**src/rtl/size_expr_serializer.sv**
```systemverilog
// size_expr_serializer: splits a paramB*paramA-bit word into paramA-bit beats, LSB beat first.
// Optional SIZE_EXPR_SERIALIZER_SKIP_EMPTY_EN suppresses beats whose strobe slice is all zero.
module size_expr_serializer #(
  parameter int paramA = 32,
  parameter int paramB = 4
) (
  input  logic                           clk,
  input  logic                           rst,
  input  logic [paramB * paramA - 1:0]   in_data,
  input  logic [paramB * (paramA / 8) - 1:0] in_strb,
  input  logic                           in_valid,
  output logic                           in_ready,
  output logic [paramA - 1:0]            out_data,
  output logic [(paramA / 8) - 1:0]      out_strb,
  output logic                           out_last,
  output logic                           out_valid,
  input  logic                           out_ready,
  output logic                           busy
);

  localparam int SW = paramA / 8;
  localparam int CW = (paramB > 1) ? $clog2(paramB) : 1;

  typedef logic [CW-1:0]     cnt_t;
  typedef logic [paramB-1:0] mask_t;
  typedef enum logic {IDLE = 1'b0, SEND = 1'b1} state_t;

  state_t                     state_q, state_d;
  logic [paramB*paramA-1:0]   word_p0, word_d;
  logic [paramB*SW-1:0]       strb_p0, strb_d;
  mask_t                      mask_p0, mask_d;
  cnt_t                       cnt_p0, cnt_d;
  logic [paramA-1:0]          data_p1, data_d;
  logic [SW-1:0]              ostrb_p1, ostrb_d;
  logic                       last_p1, last_d;
  mask_t                      in_mask;
  int                         in_idx, nxt_idx;
  logic                       out_hs, in_acc;

  // Lowest set index at or above start, -1 when none.
  function automatic int first_set(input mask_t m, input int start);
    int    r;
    mask_t t;
    r = -1;
    for (int k = paramB - 1; k >= 0; k--) begin
      t = m >> k;
      if (k >= start && t[0]) r = k;
    end
    return r;
  endfunction

  function automatic int last_set(input mask_t m);
    int    r;
    mask_t t;
    r = -1;
    for (int k = 0; k < paramB; k++) begin
      t = m >> k;
      if (t[0]) r = k;
    end
    return r;
  endfunction

  function automatic logic [paramA-1:0] beat_data(input logic [paramB*paramA-1:0] w, input int k);
    int s;
    s = (k < 0) ? 0 : k;
    return paramA'(w >> (s * paramA));
  endfunction

  function automatic logic [SW-1:0] beat_strb(input logic [paramB*SW-1:0] w, input int k);
    int s;
    s = (k < 0) ? 0 : k;
    return SW'(w >> (s * SW));
  endfunction

`ifdef SIZE_EXPR_SERIALIZER_SKIP_EMPTY_EN
  function automatic mask_t beat_mask(input logic [paramB*SW-1:0] s);
    mask_t                m;
    logic [paramB*SW-1:0] t;
    m = '0;
    for (int k = 0; k < paramB; k++) begin
      t = s >> (k * SW);
      if (|t[SW-1:0]) m = m | (mask_t'(1) << k);
    end
    return m;
  endfunction

  assign in_mask = beat_mask(in_strb);
`else
  assign in_mask = '1;
`endif

  assign out_valid = (state_q == SEND);
  assign busy      = out_valid;
  assign out_hs    = out_valid && out_ready;
  assign in_ready  = (state_q == IDLE) || (out_hs && last_p1);
  assign in_acc    = in_valid && in_ready;
  assign out_data  = data_p1;
  assign out_strb  = ostrb_p1;
  assign out_last  = last_p1;

  always_comb begin
    state_d = state_q;
    word_d  = word_p0;
    strb_d  = strb_p0;
    mask_d  = mask_p0;
    cnt_d   = cnt_p0;
    data_d  = data_p1;
    ostrb_d = ostrb_p1;
    last_d  = last_p1;
    in_idx  = first_set(in_mask, 0);
    nxt_idx = first_set(mask_p0, int'(cnt_p0) + 1);
    if (in_acc) begin
      word_d = in_data;
      strb_d = in_strb;
      mask_d = in_mask;
      if (in_idx >= 0) begin
        state_d = SEND;
        cnt_d   = cnt_t'(in_idx);
        data_d  = beat_data(in_data, in_idx);
        ostrb_d = beat_strb(in_strb, in_idx);
        last_d  = (in_idx == last_set(in_mask));
      end else begin
        // Nothing to emit: the word is consumed without producing beats.
        state_d = IDLE;
        cnt_d   = '0;
        last_d  = 1'b0;
      end
    end else if (out_hs) begin
      if (last_p1) begin
        state_d = IDLE;
        last_d  = 1'b0;
      end else begin
        cnt_d   = cnt_t'(nxt_idx);
        data_d  = beat_data(word_p0, nxt_idx);
        ostrb_d = beat_strb(strb_p0, nxt_idx);
        last_d  = (nxt_idx == last_set(mask_p0));
      end
    end
  end

  always_ff @(posedge clk or posedge rst) begin
    if (rst) state_q <= IDLE;
    else     state_q <= state_d;
  end

  // Stage p0: held word and beat index
  always_ff @(posedge clk) begin
    word_p0 <= word_d;
    strb_p0 <= strb_d;
  end

  always_ff @(posedge clk or posedge rst) begin
    if (rst) begin
      mask_p0  <= '0;
      cnt_p0   <= '0;
      data_p1  <= '0;
      ostrb_p1 <= '0;
      last_p1  <= 1'b0;
    end else begin
      mask_p0  <= mask_d;
      cnt_p0   <= cnt_d;
      // Stage p1: registered beat outputs
      data_p1  <= data_d;
      ostrb_p1 <= ostrb_d;
      last_p1  <= last_d;
    end
  end

endmodule

```
**config.mk**
```make
export PLATFORM = sky130hd
export DESIGN_NAME = size_expr_serializer
export DESIGN_NICKNAME = d
export VERILOG_FILES = /design/src/rtl/size_expr_serializer.sv
export SDC_FILE = /design/constraint.sdc
export NUM_CORES = 1
export LEC_CHECK = 0
export ABC_AREA = 0
export ABC_CLOCK_PERIOD_IN_PS = 6400
export BUFFER_PORTS_ARGS = -buffer_cell sky130_fd_sc_hd__buf_2
export CAP_MARGIN = 10
export CORE_MARGIN = 10
export CORE_UTILIZATION = 30
export CTS_BUF_LIST = sky130_fd_sc_hd__clkbuf_4
export DETAILED_ROUTE_END_ITERATION = 8
export REMOVE_ABC_BUFFERS = 1
export SLEW_MARGIN = 40
export SYNTH_ARGS = -nofsm -noshare
export SYNTH_HDL_FRONTEND = slang
export SYNTH_SLANG_ARGS = --single-unit
```
**constraint.sdc**
```tcl
create_clock -name clk -period 6.4 [get_ports clk]
set_clock_uncertainty 0.1 [all_clocks]
set_input_delay 1.28 -clock clk [delete_from_list [all_inputs] [get_ports clk]]
set_output_delay 1.28 -clock clk [all_outputs]
set_load 0.1 [all_outputs]
```
==> reports/metrics.csv <==
metric;value;unit
status;completed;
setup.worst_path.end_class;output port;
grt_max_degree;64;
first_iter_violations;501;
synth.area.top_cells;edfxtp_1 (53%), dfrtp_1 (13%), mux2i_1 (4.6%), o221ai_1 (4.3%), o21ai_0 (4.0%);
hold_viol_final;0;
dieArea;34300;um2
critPathLaunchType;input port;
cts_setup_buffers;0;
p_per_area;462;nW/um2
yosys.area.top_type;edfxtp_1;
reg2reg_depth;5;
synth.top_cell.area_share;52.8;%
critical_path.top_delay_family;buffers and inverters;
grt_pass1_vias;6287;
totalWireLength;23700;um
die_height;185;um
cts_tree;done;
reg2reg_slack;3.72;ns
dr.pass1.iters;9;
setup_ws;2.33;ns
dp_cells;1109;
cts_hold_buf;0;
grt.total_usage;13.6;%
final_cells;1145;
path_class;in2out;
maxCapViolCount;0;
vdd_drop_max;0.000289;V
rsz0062_at_grt;false;
fmax;246;MHz
yosysSeqAreaShare;65.3;%
grt_first_pass_wirelength;35800;um
place_area;9450;um2
slew_headroom;47.1;%
drc;0;
avgSynthCellArea;13.1;um2
min_from;out_data[15];
vias_per_cell;5.18;
clk-insertion-delay-late;0.59;ns
hold_path.class;reg2reg;
critPathSlowestCell;buf_2;
die_w;185;um
fin_util;36.2;%
worstReg2RegEnd;out_data[3];
numCtsBuffers;17;
worstMarginPinSlew;0.794;ns
cp_max_fo;43;
portBuffers;187;
syn2layout_area_growth;19.0;%
synthesis.area;8200;um2
grt_overflow;0;
clk_pin_slew;0.15;ns
fin_crit;4.07;ns
post-route-period-util;63.6;%
rows;60;
core_region_area;27000;um2
cts-root-buf;clkbuf_4;
clk_path_buf_depth;2;
tns;0;ns
cts_sinks;185;
leakage;3.75;nW
place_ws;2.34;ns
required;5.02;ns
num_vias;5935;
arrival;2.69;ns
antenna_found_initial;2;
finalSetupViolations;0;
routedWlPerCell;20.7;um
hold_ws;0.450;ns
place_congestion;0.727;
initial_core_util;30.4;%
cts_resized;0;
min_path_cells;2;
ys_seq_elements;185;
crit_chain;buf_2, nand2_1, nand2_1, buf_2;
critPathMaxStageDelay;0.60;ns
nets;935;
io_pins;188;
drv_slew;0;
dp_hpwl;15300;um
ys_warn_count;0;
reg2reg_from;cnt_p0[1];
htreeDepth;4;
syn_inst;625;
drive_above_1_share;30.4;%
synth_cell_types;26;
power;4.50;mW
crit_buf_inv;2;
antenna_left;0;
fin_area;9750;um2
holdPathEnd;out_data[15];
## synth_stat cells
cell	count
o22ai_1	36
and2_1	21
nand2_1	39
buf_2	16
a21oi_1	18
nor2_1	18
buf_6	8
o21ai_1	5
buf_4	8
mux2i_1	38
nor3b_1	1
o21ai_0	65
o2bb2ai_1	16
or2_2	1
o221ai_1	40
inv_1	2
a211oi_1	16
a221o_1	20
nand2b_1	7
nor2b_1	38
edfxtp_1	144
o32ai_1	1
dfrtp_1	41
clkbuf_1	24
and2_4	1
buf_1	1
## placed cells by master, fill, tap and decap left out, types with 3 or more instances in the layout
cell and n:
clkinvlp_4 3, edfxtp_1 144, nand2b_1 4, a221o_1 20, nor2b_1 36, buf_12 3
o221ai_1 40, mux2i_1 38, clkbuf_4 18, a211oi_1 16, clkinv_4 3, o21ai_1 5
o21ai_0 65, buf_4 7, dfrtp_1 38, nand2_1 39, a21oi_1 18, diode_2 4
buf_2 187, nor2_1 18, o22ai_1 36, o2bb2ai_1 16, dfrtp_2 3, and2_1 20
## kinds of logic after synthesis
kind of cell	share of synthesized area (%)
flip-flops	65.3
AND/OR/NAND/NOR	7.92
AO/OA/AOI/OAI	18.1
buffers and inverters	4.05
multiplexers	4.64
## final cells by class
class                           count  area, um2
Antenna cell                        4       10.0
Clock buffer                       18        135
Clock inverter                     14        150
Fill cell                        2601      17200
Inverter                            2       11.3
Multi-Input combinational cell    381       2540
Sequential cell                   185       5350
Tap cell                          341        427
Timing Repair Buffer              200       1120
## sequential cells by signal (all words and copies together) (netlist names)
name / flops
out_data: 32
out_strb: 4
busy: 1
cnt_p0: 2
strb_p0: 16
out_last: 1
word_p0: 128
mask_p0: 1
## worst max-delay path by stage
stage                     slack [ns]      start  cells past startpoint    endpoint
after detailed placement        2.34  out_ready                      4    in_ready
after CTS                       2.34  out_ready                      4    in_ready
after global routing            2.19  out_ready                      4    in_ready
final                           2.33  out_ready                      4    in_ready
after global placement          2.34  out_ready                      4    in_ready
after floorplan                 0.14       busy                      2  strb_p0[0]
## power by group
part / total, mW / leakage (nW) / switching, mW / internal [mW]
registers: 1.68 / 1.78 / 0.124 / 1.56
clock network: 0.677 / 0.146 / 0.437 / 0.240
logic: 2.14 / 1.82 / 1.65 / 0.499
## worst reg2reg max path, delay by kind of cell (launching register included)
kind / cells / cell delay [ns]
buf+inv: 2 / 1.45
compound gates: 2 / 0.56
flops: 1 / 0.39
simple gates: 1 / 0.08
## metal layers
layer | vias to the layer above | part of all wire (%) | track usage [%] | wire length, um
met1 | 2904 | 44 | 17.3 | 10500
met2 | 226 | 47 | 21.5 | 11200
met3 | 41 | 6.8 | 3.96 | 1610
met5 | - | 0 | 0 | 0
li1 | 2764 | - | - | -
met4 | 0 | 2.0 | 4.62 | 466
No activity file was read; power rests on OpenSTA's default activity.
